<file path="src/rtl/instr_seq_pkg.sv">
// Purpose: shared types and constants for the instruction sequencer slice.
// Latency: n/a (declarations only).
// Backpressure: n/a.
package instr_seq_pkg;

  typedef enum logic [1:0] {
    IDLE  = 2'd0,
    ISSUE = 2'd1,
    DONE  = 2'd2
  } state_e;

  // Default instruction geometry: opcode lives in the top nibble.
  localparam int DEF_INSTR_WIDTH = 20;
  localparam int OPC_W           = 4;
  localparam int OPC_MSB         = DEF_INSTR_WIDTH - 1;

  localparam logic [OPC_W-1:0]           DEF_HALT_OPCODE = 4'hF;
  localparam logic [DEF_INSTR_WIDTH-1:0] DEF_NOP_INSTR   = 20'h00000;

endpackage

</file>
<file path="src/rtl/instr_store.sv">
// Purpose: register-array instruction memory, synchronous write, combinational read.
// Latency: write visible on the edge after we_i; read is same-cycle.
// Backpressure: none; every write is accepted.
module instr_store #(
  parameter int WIDTH = 20,
  parameter int AW    = 5
) (
  input  logic             clk_i,
  input  logic             we_i,
  input  logic [AW-1:0]    waddr_i,
  input  logic [WIDTH-1:0] wdata_i,
  input  logic [AW-1:0]    raddr_i,
  output logic [WIDTH-1:0] rdata_o
);

  // Program contents survive reset on purpose so a run can be restarted.
  logic [WIDTH-1:0] mem_q [2**AW];

  // Synchronous write port.
  always_ff @(posedge clk_i) begin
    if (we_i) begin
      mem_q[waddr_i] <= wdata_i;
    end
  end

  assign rdata_o = mem_q[raddr_i];

endmodule

</file>
<file path="src/rtl/instr_sequencer.sv">
// Purpose: loads a program, then issues one instruction at a time to the CPU, each held CYCLES_PER_INSTR cycles.
// Latency: first instruction on instr_out one cycle after start is sampled; back-to-back thereafter.
// Backpressure: none toward the CPU; host must watch busy (start/prog_we ignored outside IDLE). Option macro: SINGLE_STEP_EN.
module instr_sequencer
  import instr_seq_pkg::*;
#(
  parameter int                       INSTR_WIDTH      = DEF_INSTR_WIDTH,
  parameter int                       PC_BITS          = 5,
  parameter int                       CYCLES_PER_INSTR = 3,
  parameter logic [INSTR_WIDTH-1:0]   NOP_INSTR        = INSTR_WIDTH'(DEF_NOP_INSTR),
  parameter logic [OPC_W-1:0]         HALT_OPCODE      = DEF_HALT_OPCODE
) (
  input  logic                   clk,
  input  logic                   rst,
  input  logic                   prog_we,
  input  logic [PC_BITS-1:0]     prog_addr,
  input  logic [INSTR_WIDTH-1:0] prog_data,
  input  logic [PC_BITS:0]       prog_len,
  input  logic                   start,
`ifdef SINGLE_STEP_EN
  input  logic                   step,
`endif
  output logic [INSTR_WIDTH-1:0] instr_out,
  output logic                   instr_valid,
  output logic [PC_BITS-1:0]     pc,
  output logic                   busy,
  output logic                   done,
  output logic                   halted
);

  localparam int               CNT_W    = (CYCLES_PER_INSTR > 1) ? $clog2(CYCLES_PER_INSTR) : 1;
  localparam logic [CNT_W-1:0] CNT_LAST = CNT_W'(CYCLES_PER_INSTR - 1);

  state_e                   state_q, state_d;
  logic [PC_BITS-1:0]       pc_q, pc_d;
  logic [PC_BITS:0]         len_q, len_d;
  logic [CNT_W-1:0]         cnt_q, cnt_d;
  logic [INSTR_WIDTH-1:0]   instr_q, instr_d;
  logic                     vld_q, vld_d;
  logic                     busy_q, busy_d;
  logic                     done_q, done_d;
  logic                     halted_q, halted_d;
`ifdef SINGLE_STEP_EN
  logic                     wait_q, wait_d;
`endif

  logic                     store_we;
  logic [PC_BITS-1:0]       fetch_addr;
  logic [INSTR_WIDTH-1:0]   rd_data;
  logic [INSTR_WIDTH-1:0]   fetch_word;
  logic                     fetch_halt;
  logic [PC_BITS:0]         pc_inc;
  logic                     do_fetch;

  assign store_we = prog_we && (state_q == IDLE);

  // pc+1 is one bit wider so a full 2^PC_BITS program ends without wrapping.
  assign pc_inc     = {1'b0, pc_q} + {{PC_BITS{1'b0}}, 1'b1};
  // The fetch looks ahead: the word is registered on the edge that opens its hold window.
  assign fetch_addr = (state_q == IDLE) ? '0 : pc_inc[PC_BITS-1:0];
  // A write landing on the same edge as start must still be seen by the first fetch.
  assign fetch_word = (store_we && (prog_addr == fetch_addr)) ? prog_data : rd_data;
  assign fetch_halt = (fetch_word[INSTR_WIDTH-1 -: OPC_W] == HALT_OPCODE);

  instr_store #(
    .WIDTH (INSTR_WIDTH),
    .AW    (PC_BITS)
  ) u_store (
    .clk_i   (clk),
    .we_i    (store_we),
    .waddr_i (prog_addr),
    .wdata_i (prog_data),
    .raddr_i (fetch_addr),
    .rdata_o (rd_data)
  );

  // Next-state and next-output decode for the IDLE/ISSUE/DONE controller.
  always_comb begin
    state_d  = state_q;
    pc_d     = pc_q;
    len_d    = len_q;
    cnt_d    = cnt_q;
    instr_d  = instr_q;
    vld_d    = vld_q;
    done_d   = 1'b0;
    halted_d = halted_q;
    do_fetch = 1'b0;
`ifdef SINGLE_STEP_EN
    wait_d   = wait_q;
`endif

    case (state_q)
      IDLE: begin
        if (start) begin
          halted_d = 1'b0;
          if (prog_len == '0) begin
            state_d = DONE;
            done_d  = 1'b1;
          end else begin
            len_d    = prog_len;
            pc_d     = '0;
            state_d  = ISSUE;
            do_fetch = 1'b1;
          end
        end
      end

      ISSUE: begin
        if (halted_q) begin
          // The HALT slot has shown NOP for one cycle; wrap up now.
          state_d = DONE;
          done_d  = 1'b1;
`ifdef SINGLE_STEP_EN
        end else if (wait_q) begin
          if (step) begin
            wait_d   = 1'b0;
            do_fetch = 1'b1;
          end
`endif
        end else if (cnt_q == CNT_LAST) begin
          if (pc_inc == len_q) begin
            state_d = DONE;
            done_d  = 1'b1;
            instr_d = NOP_INSTR;
            vld_d   = 1'b0;
          end else begin
`ifdef SINGLE_STEP_EN
            wait_d  = 1'b1;
            instr_d = NOP_INSTR;
            vld_d   = 1'b0;
`else
            do_fetch = 1'b1;
`endif
          end
        end else begin
          cnt_d = cnt_q + CNT_W'(1);
        end
      end

      DONE: begin
        state_d = IDLE;
      end

      default: begin
        state_d = IDLE;
      end
    endcase

    // A HALT word is never issued: NOP goes out and the run winds down.
    if (do_fetch) begin
      cnt_d = '0;
      if (fetch_halt) begin
        instr_d  = NOP_INSTR;
        vld_d    = 1'b0;
        halted_d = 1'b1;
      end else begin
        instr_d = fetch_word;
        vld_d   = 1'b1;
        pc_d    = fetch_addr;
      end
    end

    busy_d = (state_d == ISSUE);
  end

  // State and registered outputs, synchronous reset.
  always_ff @(posedge clk) begin
    if (rst) begin
      state_q  <= IDLE;
      pc_q     <= '0;
      len_q    <= '0;
      cnt_q    <= '0;
      instr_q  <= NOP_INSTR;
      vld_q    <= 1'b0;
      busy_q   <= 1'b0;
      done_q   <= 1'b0;
      halted_q <= 1'b0;
`ifdef SINGLE_STEP_EN
      wait_q   <= 1'b0;
`endif
    end else begin
      state_q  <= state_d;
      pc_q     <= pc_d;
      len_q    <= len_d;
      cnt_q    <= cnt_d;
      instr_q  <= instr_d;
      vld_q    <= vld_d;
      busy_q   <= busy_d;
      done_q   <= done_d;
      halted_q <= halted_d;
`ifdef SINGLE_STEP_EN
      wait_q   <= wait_d;
`endif
    end
  end

  assign instr_out   = instr_q;
  assign instr_valid = vld_q;
  assign pc          = pc_q;
  assign busy        = busy_q;
  assign done        = done_q;
  assign halted      = halted_q;

endmodule

</file>
<file path="config.mk">
export PLATFORM = sky130hd
export DESIGN_NAME = instr_sequencer
export DESIGN_NICKNAME = d
export VERILOG_FILES = /design/src/rtl/instr_seq_pkg.sv /design/src/rtl/instr_store.sv /design/src/rtl/instr_sequencer.sv
export SDC_FILE = /design/constraint.sdc
export NUM_CORES = 1
export LEC_CHECK = 0
export BUFFER_PORTS_ARGS = -buffer_cell sky130_fd_sc_hd__buf_2
export CORE_MARGIN = 2
export CORE_UTILIZATION = 36
export DETAILED_ROUTE_END_ITERATION = 10
export PLACE_DENSITY = 0.59
export SLEW_MARGIN = 20
export SYNTH_ARGS = -nofsm -noshare
export SYNTH_HDL_FRONTEND = slang
export SYNTH_SLANG_ARGS = --single-unit
</file>
<file path="constraint.sdc">
create_clock -name clk -period 4 [get_ports clk]
set_clock_uncertainty 0.1 [all_clocks]
set_input_delay 0.4 -clock clk [delete_from_list [all_inputs] [get_ports clk]]
set_output_delay 0.4 -clock clk [all_outputs]
set_load 0.1 [all_outputs]
</file>
==> results of run 1 <==
-- registers in the layout (all words and copies together) (netlist names), 2 cells and up --
signal and cells:
pc 5, u_store.mem_q 640, state_q 2, instr_out 20
cnt_q 2, len_q 6
-- cell type report --
type / count / area [um2] / area share, %
multi-input combinational: 1040 / 6920 / 22.2
sequential: 679 / 20000 / 64.1
clock buffer: 95 / 1860 / 5.94
tap: 978 / 1220 / 3.92
antenna: 2 / 5.00 / 0.0160
inverter: 4 / 15.0 / 0.0481
clock inverter: 25 / 243 / 0.777
timing repair buffer: 134 / 963 / 3.09
-- power by group --
part	total [mW]	internal, mW	switching [mW]
combinational	1.03	0.289	0.736
clock	6.12	3.51	2.61
sequential	7.88	7.84	0.0422
-- cell families after synthesis --
logic type / Yosys count / synth area share [%]
simple gates: 495 / 8.50
compound gates: 410 / 10.5
xor+xnor: 10 / 0.374
buf+inv: 142 / 2.28
mux: 123 / 5.30
fa+ha+maj: 2 / 0.0913
flops: 679 / 73.0
-- cells in the final DEF (no fill, tap or decap), types with 38 or more instances in the layout --
cell         n
buf_2       63
buf_4       57
a21oi_1     93
dfxtp_1     38
a31oi_1     48
mux2i_1     91
a311oi_1    48
nor2_1      39
nor2b_1    112
a211oi_1   156
clkbuf_16   70
edfxtp_1   640
nand2_1    226
-- metrics by stage --
stage | instances | power [mW] | hold slack (ns) | cell area [um2] | util, %
after floorplan | 1861 | 8.68 | 0.348 | 27400 | -
after global placement | 2829 | 9.04 | 0.358 | 29100 | 38.4
after detailed placement | 2829 | 9.05 | 0.358 | 29100 | 38.4
after CTS | 2955 | 15.1 | 0.0180 | 31200 | 41.2
after global routing | 2955 | 15.5 | 0.0459 | 31200 | 41.2
final | 2957 | 15.0 | 0.0558 | 31200 | 41.3
-- what timing repair did --
action / CTS / global route
endpoints found under the setup margin: 0 / 0
hold buffers: 6 / 0
endpoints found under the hold margin: 6 / 0
-- worst max-delay path: stages (launching register included) --
cell and delay [ns]:
dfxtp_1 0.37, or2_1 0.48, buf_4 0.32, nand2_8 0.32, a211oi_1 0.10, o311ai_0 0.39
a21oi_1 0.16, a211oi_1 0.37, nand4_2 0.24, and3_4 0.34, a22o_1 0.27
-- worst min-delay path by stage --
stage | to | slack [ns] | cells after the start
floorplan | len_q[0] | 0.35 | 2
global placement | len_q[5] | 0.36 | 2
detailed placement | instr_valid | 0.36 | 2
CTS | halted | 0.02 | 4
global route | halted | 0.05 | 4
finish | halted | 0.06 | 4
-- metal layers --
| metal | track usage [%] | up-vias | share of wire [%] | wire length [um] |
|---|---|---|---|---|
| met1 | 24.0 | 8344 | 43 | 30300 |
| met2 | 29.0 | 605 | 47 | 33400 |
| met3 | 4.47 | 131 | 7.4 | 5260 |
| met4 | 5.36 | 14 | 2.3 | 1650 |
| li1 | - | 7365 | - | - |
| met5 | 0 | - | 0.12 | 82 |
==> results.sh, run 1 <==
export IMPL_outcome="completed"
export IMPL_synth_ff_latch_count=679
export IMPL_power_density_nw_per_um2=481
export IMPL_synth_largest_area_cell="edfxtp_1"
export IMPL_ys_async_sr_fraction_pct=0
export IMPL_critPathRequiredTime_ns=4.39
export IMPL_grt_pass1_vias=16028
export IMPL_place_congestion=0.869
export IMPL_timing_slew_headroom_pct=32.9
export IMPL_hold_viol_final=0
export IMPL_die_h_um=280
export IMPL_wl_mm=70.7
export IMPL_vias=16459
export IMPL_cp_startpoint="state_q[1]"
export IMPL_fmax_mhz=280
export IMPL_yosysMostFrequentCell="edfxtp_1"
export IMPL_synth_nets=1898
export IMPL_r2r_slack_ns=0.43
export IMPL_die_x_um=280
export IMPL_overflow=0
export IMPL_fin_nets=1964
export IMPL_dr_pass1_iters=5
export IMPL_synth_area_per_cell_um2=14.7
export IMPL_hold_path_class="primary input to register"
export IMPL_syn_cell_area_um2=27400
export IMPL_netlist_area_leader_share_pct=70.1
export IMPL_setup_tns_ns=0
export IMPL_synth_area_top_cells="edfxtp_1, a211oi_1, mux2i_1, nand2_1, dfxtp_1"
export IMPL_place_hpwl_mm=39.4
export IMPL_grt_max_degree=113
export IMPL_critPathArrivalTime_ns=3.96
export IMPL_setup_viol=0
export IMPL_antenna_found_initial=10
export IMPL_area_delta_synth_final_pct=14.0
export IMPL_maxSlewViolCount=0
export IMPL_synthCells=1861
export IMPL_startpoint_type="register"
export IMPL_ant_nets=0
export IMPL_grt_usage_pct=18.0
export IMPL_drtIter0Drc=1705
export IMPL_core_um2=75700
export IMPL_min_period_over_period_pct=89.2
export IMPL_cp_end_kind="register"
export IMPL_worstReg2RegEnd="instr_out[17]"
export IMPL_path_clk_slew_ns=0.06
export IMPL_yosys_cell_types_count=51
export IMPL_clk_path_buf_depth=3
export IMPL_htreeDepth=3
export IMPL_ff2ff_path_depth=10
export IMPL_synth_edf_count=640
export IMPL_cts_buffers=68
export IMPL_io_pins=64
export IMPL_r2r_start="state_q[1]"
export IMPL_leakage_nw=9.83
export IMPL_rsz0062_at_grt="no"
export IMPL_vias_per_cell=5.57
export IMPL_cts_setup_buffers=0
export IMPL_clk_latency_ns=0.61
export IMPL_drive_above_1_share_pct=14.6
export IMPL_fin_crit_ns=3.57
export IMPL_ys_flop_type="edfxtp_1"
export IMPL_synth_seq_area_share_pct=73.0
export IMPL_ctsResizeCount=0
export IMPL_nFillCells=6779
export IMPL_dieArea_um2=78300
export IMPL_cts_root_buffer="clkbuf_16"
export IMPL_ys_top_cells_by_count="edfxtp_1, nand2_1, a211oi_1"
export IMPL_cp_max_fo=49
export IMPL_port_buffer_count=63
export IMPL_drc=0
export IMPL_drv_cap=0
export IMPL_start_util_pct=36.2
export IMPL_yosys_warnings=0
export IMPL_avgRoutedWirePerCell_um=23.9
export IMPL_fin_ws_ns=0.432
export IMPL_vdd_drop_max_mv=0.308
export IMPL_endpoint="instr_out[17]"
export IMPL_cts_tree="yes"
export IMPL_worstSetupPathType="register to register"
export IMPL_grt_pass1_wl_mm=104
export IMPL_min_from="start"
export IMPL_worstMarginPinSlew_ns=1.01
export IMPL_cts_sinks=679
export IMPL_pre_cts_ws_ns=0.495
export IMPL_rows=101
No activity file was read; power rests on OpenSTA's default activity.
==> run 2, diff against run 1 <==
--- a/config.mk
+++ b/config.mk
@@ -10,6 +10,7 @@
 export CORE_UTILIZATION = 36
 export DETAILED_ROUTE_END_ITERATION = 10
 export PLACE_DENSITY = 0.59
+export RECOVER_POWER = 25
 export SLEW_MARGIN = 20
 export SYNTH_ARGS = -nofsm -noshare
 export SYNTH_HDL_FRONTEND = slang
==> results.sh, run 2 (synthesized netlist as in run 1, its figures left out) <==
export IMPL_cts_tree="yes"
export IMPL_switchingPower_mw=3.38
export IMPL_setup_tns_ns=0
export IMPL_start_util_pct=36.2
export IMPL_final_common_cell="edfxtp_1"
export IMPL_vdd_drop_max_mv=0.306
export IMPL_grt_max_degree=113
export IMPL_fmax_mhz=281
export IMPL_die_h_um=280
export IMPL_rows=101
export IMPL_clk_latency_ns=0.61
export IMPL_drtIter0Drc=1689
export IMPL_setup_viol=0
export IMPL_layout_common_cells="edfxtp_1, nand2_1, a211oi_1"
export IMPL_critPathArrivalTime_ns=3.95
export IMPL_largest_reg_flops=640
export IMPL_worstReg2RegEnd="instr_out[17]"
export IMPL_ant_nets=0
export IMPL_htreeDepth=3
export IMPL_cts_sinks=679
export IMPL_area_delta_synth_final_pct=13.9
export IMPL_multiInputGateArea_um2=6920
export IMPL_ff2ff_path_depth=10
export IMPL_ctsResizeCount=0
export IMPL_power_share_clock_pct=40.7
export IMPL_fin_nets=1964
export IMPL_clk_path_buf_depth=3
export IMPL_grt_usage_pct=18.0
export IMPL_grt_pass1_vias=16028
export IMPL_holdWs_ns=0.0572
export IMPL_fin_crit_ns=3.56
export IMPL_vias=16403
export IMPL_cts_buffers=68
export IMPL_power_frac_seq_pct=52.5
export IMPL_pre_cts_ws_ns=0.495
export IMPL_hold_viol_final=0
export IMPL_antenna_found_initial=10
export IMPL_maxSlewViolCount=100
export IMPL_place_congestion=0.869
export IMPL_leakage_nw=9.79
export IMPL_worstMarginPinSlew_ns=1.55
export IMPL_min_period_over_period_pct=89.0
export IMPL_min_from="start"
export IMPL_die_x_um=280
export IMPL_rsz0062_at_grt="no"
export IMPL_power_frac_comb_pct=6.8
export IMPL_top_register="u_store.mem_q"
export IMPL_grt_pass1_wl_mm=104
export IMPL_internal_power_mw=11.6
export IMPL_dr_pass1_iters=6
export IMPL_drc=0
export IMPL_cts_root_buffer="clkbuf_16"
export IMPL_dieArea_um2=78300
export IMPL_critPathRequiredTime_ns=4.39
export IMPL_violations="capacitance limit, slew limit"
export IMPL_io_pins=64
export IMPL_worstSetupPathType="register to register"
export IMPL_dp_cells=2829
export IMPL_power_density_nw_per_um2=481
export IMPL_cp_end_kind="register"
export IMPL_r2r_slack_ns=0.44
export IMPL_hold_depth=4
export IMPL_drv_cap=3
export IMPL_core_um2=75700
export IMPL_r2r_start="state_q[1]"
export IMPL_nFillCells=6789
export IMPL_cp_max_fo=49
export IMPL_min_to="halted"
export IMPL_wl_mm=70.6
export IMPL_switching_share_pct=22.5
export IMPL_startpoint_type="register"
export IMPL_ff_latch_area_um2=20000
export IMPL_drive_above_1_share_pct=13.9
export IMPL_vias_per_cell=5.55
export IMPL_fin_ws_ns=0.440
export IMPL_hold_path_class="primary input to register"
export IMPL_place_hpwl_mm=39.4
export IMPL_timing_slew_headroom_pct=-3.23
export IMPL_avgRoutedWirePerCell_um=23.9
export IMPL_path_clk_slew_ns=0.06
export IMPL_final_cells=2956
export IMPL_port_buffer_count=63
export IMPL_outcome="complete, but fails checks"
export IMPL_overflow=0
-- run 2: cell types whose count changed in the layout (fill, tap and decap cells not counted), sizes merged --
cell,before,now
buf,128,114
clkbuf,95,109
diode,2,1
-- run 2: timing repair --
action	4_1_cts	5_1_grt
endpoints found under the hold margin	6	0
hold buffers	6	0
buffers inserted	0	0
-- run 2: through the flow --
step | power (mW) | instance area, um2 | utilization, %
after CTS | 15.1 | 31200 | 41.2
after floorplan | 8.68 | 27400 | -
final | 15.0 | 31200 | 41.2
after detailed placement | 9.05 | 29100 | 38.4
after global placement | 9.04 | 29100 | 38.4
after global routing | 15.5 | 31200 | 41.2
-- run 2: worst max-delay path by stage --
stage / startpoint / endpoint / slack (ns) / cells after the start
4_1_cts: pc[0] / instr_out[17] / 0.49 / 11
6_report: state_q[1] / instr_out[17] / 0.44 / 10
2_1_floorplan: pc[1] / instr_out[16] / 0.34 / 13
5_1_grt: state_q[0] / instr_out[17] / 0.21 / 10
3_3_place_gp: state_q[1] / instr_out[18] / 0.54 / 10
3_5_place_dp: pc[0] / instr_out[17] / 0.50 / 11
-- run 2: worst max-delay path, cell delays in order, from the launching register on --
cell      delay (ns)
dfxtp_1         0.37
or2_1           0.47
buf_4           0.32
nand2_8         0.32
a211oi_1        0.10
o311ai_0        0.38
a21oi_1         0.16
a211oi_1        0.37
nand4_2         0.24
and3_4          0.34
a22o_1          0.27
-- run 2: final cells by class --
| class | instances | share of cell area (%) |
|---|---|---|
| Inverter | 4 | 0.0481 |
| Clock buffer | 95 | 5.95 |
| Timing Repair Buffer | 134 | 3.01 |
| Multi-Input combinational cell | 1040 | 22.2 |
| Clock inverter | 25 | 0.778 |
| Sequential cell | 679 | 64.1 |
| Tap cell | 978 | 3.92 |
| Antenna cell | 1 | 0.00802 |
-- run 2: power groups by stage --
stage | Clock, mW | Sequential [mW] | Combinational, mW
2_1_floorplan | 0 | 8.16 | 0.516
3_3_place_gp | 0 | 8.03 | 1.01
3_5_place_dp | 0 | 8.03 | 1.02
4_1_cts | 6.23 | 7.88 | 1.03
5_1_grt | 6.52 | 7.89 | 1.10
6_report | 6.11 | 7.88 | 1.02
-- run 2: metal layers --
layer / routed length [um] / part of all wire (%) / up-vias / track usage, %
met5: 82 / 0.12 / - / 0
met4: 1710 / 2.4 / 14 / 5.36
met3: 5560 / 7.9 / 134 / 4.47
met2: 33200 / 47 / 596 / 29.0
met1: 30000 / 43 / 8289 / 24.0
li1: - / - / 7370 / -
==> run 3, diff against run 2 <==
--- a/config.mk
+++ b/config.mk
@@ -11,6 +11,7 @@
 export DETAILED_ROUTE_END_ITERATION = 10
 export PLACE_DENSITY = 0.59
 export RECOVER_POWER = 25
+export REMOVE_ABC_BUFFERS = 1
 export SLEW_MARGIN = 20
 export SYNTH_ARGS = -nofsm -noshare
 export SYNTH_HDL_FRONTEND = slang
==> results.sh, run 3 (synthesized netlist as in run 1, its figures left out) <==
export IMPL_leakage_nw=10.0
export IMPL_power_frac_seq_pct=51.2
export IMPL_clk_latency_ns=0.61
export IMPL_switchingPower_mw=3.48
export IMPL_power_share_clock_pct=42.0
export IMPL_rsz0062_at_grt="no"
export IMPL_final_common_cell="edfxtp_1"
export IMPL_hold_path_class="primary input to register"
export IMPL_cts_buffers=72
export IMPL_place_congestion=0.904
export IMPL_fin_crit_ns=3.53
export IMPL_drive_above_1_share_pct=15.6
export IMPL_switching_share_pct=22.6
export IMPL_antenna_found_initial=0
export IMPL_path_clk_slew_ns=0.06
export IMPL_setup_viol=0
export IMPL_dr_pass1_iters=5
export IMPL_grt_usage_pct=18.3
export IMPL_vias_per_cell=5.56
export IMPL_io_pins=64
export IMPL_grt_pass1_wl_mm=106
export IMPL_clk_path_buf_depth=3
export IMPL_largest_reg_flops=640
export IMPL_avgRoutedWirePerCell_um=24.0
export IMPL_holdWs_ns=0.0633
export IMPL_violations="capacitance limit, slew limit"
export IMPL_cts_root_buffer="clkbuf_16"
export IMPL_drv_cap=2
export IMPL_fin_nets=1987
export IMPL_rows=101
export IMPL_cts_sinks=679
export IMPL_cts_setup_buffers=0
export IMPL_die_x_um=280
export IMPL_start_util_pct=36.2
export IMPL_port_buffer_count=63
export IMPL_outcome="complete, but fails checks"
export IMPL_cp_end_kind="register"
export IMPL_vias=16590
export IMPL_critPathRequiredTime_ns=4.39
export IMPL_min_period_over_period_pct=88.3
export IMPL_die_h_um=280
export IMPL_cp_max_fo=31
export IMPL_hold_viol_final=0
export IMPL_startpoint_type="register"
export IMPL_fmax_mhz=283
export IMPL_layout_common_cells="edfxtp_1, nand2_1, a211oi_1"
export IMPL_wl_mm=71.5
export IMPL_maxSlewViolCount=67
export IMPL_power_density_nw_per_um2=486
export IMPL_power_mw=15.4
export IMPL_core_um2=75700
export IMPL_ff_latch_area_um2=20000
export IMPL_drc=0
export IMPL_ctsResizeCount=0
export IMPL_worstMarginPinSlew_ns=1.58
export IMPL_ant_nets=0
export IMPL_place_hpwl_mm=42.2
export IMPL_top_register="u_store.mem_q"
export IMPL_internal_power_mw=11.9
export IMPL_multiInputGateArea_um2=6920
export IMPL_drtIter0Drc=1560
export IMPL_cts_tree="yes"
export IMPL_vdd_drop_max_mv=0.303
export IMPL_grt_max_degree=129
export IMPL_area_delta_synth_final_pct=15.5
export IMPL_nFillCells=6743
export IMPL_timing_slew_headroom_pct=-5.39
export IMPL_htreeDepth=3
export IMPL_ctsHoldBuffers=6
export IMPL_critPathArrivalTime_ns=3.92
export IMPL_worstSetupPathType="register to register"
export IMPL_dieArea_um2=78300
export IMPL_overflow=0
export IMPL_power_frac_comb_pct=6.8
export IMPL_grt_pass1_vias=16008
[run 3: routing by layer]
| layer | track usage [%] | wire [um] | vias up |
|---|---|---|---|
| met5 | 0 | 0 | - |
| met2 | 28.8 | 33000 | 638 |
| li1 | - | - | 7416 |
| met3 | 3.12 | 4800 | 116 |
| met1 | 26.3 | 32100 | 8420 |
| met4 | 4.80 | 1630 | 0 |
[run 3: final timing paths]
kind,start,end,slack (ns),depth (start not counted)
worst max-delay path,state_q[1],instr_out[16],0.47,10
worst min-delay path,start,halted,0.06,4
worst max register to register,state_q[1],instr_out[16],0.47,10
worst min register to register,len_q[2],len_q[2],0.38,2
[run 3: cell type report]
class | instances | share of cell area [%]
Antenna cell | 1 | 0.00790
Clock buffer | 89 | 6.22
Clock inverter | 40 | 1.02
Inverter | 4 | 0.0474
Timing Repair Buffer | 153 | 3.80
Sequential cell | 679 | 63.2
Multi-Input combinational cell | 1040 | 21.9
Tap cell | 978 | 3.87
[run 3: per-stage QoR]
| step | instances | area [um2] | util [%] | setup WS, ns | setup TNS (ns) |
|---|---|---|---|---|---|
| floorplan | 1723 | 26800 | - | -14.93 | -372.72 |
| global placement | 2848 | 29300 | 38.7 | 0.621 | 0 |
| detailed placement | 2848 | 29300 | 38.7 | 0.532 | 0 |
| CTS | 2983 | 31700 | 41.9 | 0.524 | 0 |
| global route | 2983 | 31700 | 41.8 | 0.276 | 0 |
| finish | 2984 | 31700 | 41.8 | 0.470 | 0 |
[run 3: power groups by stage]
stage | combinational [mW] | clock (mW) | sequential [mW]
5_1_grt | 1.12 | 6.84 | 7.88
2_1_floorplan | 0.543 | 0 | 8.20
3_5_place_dp | 1.04 | 0 | 8.03
3_3_place_gp | 1.03 | 0 | 8.03
6_report | 1.04 | 6.46 | 7.88
4_1_cts | 1.05 | 6.58 | 7.88
[run 3: critical path, cell delays in order, from the launching register on]
cell and delay [ns]:
dfxtp_1 0.37, or2_1 0.47, buf_12 0.26, nand2_8 0.23, buf_4 0.34, a21oi_1 0.09, o311a_1 0.33, a211oi_1 0.33
nand4_2 0.26, and3_4 0.35, a22o_1 0.27
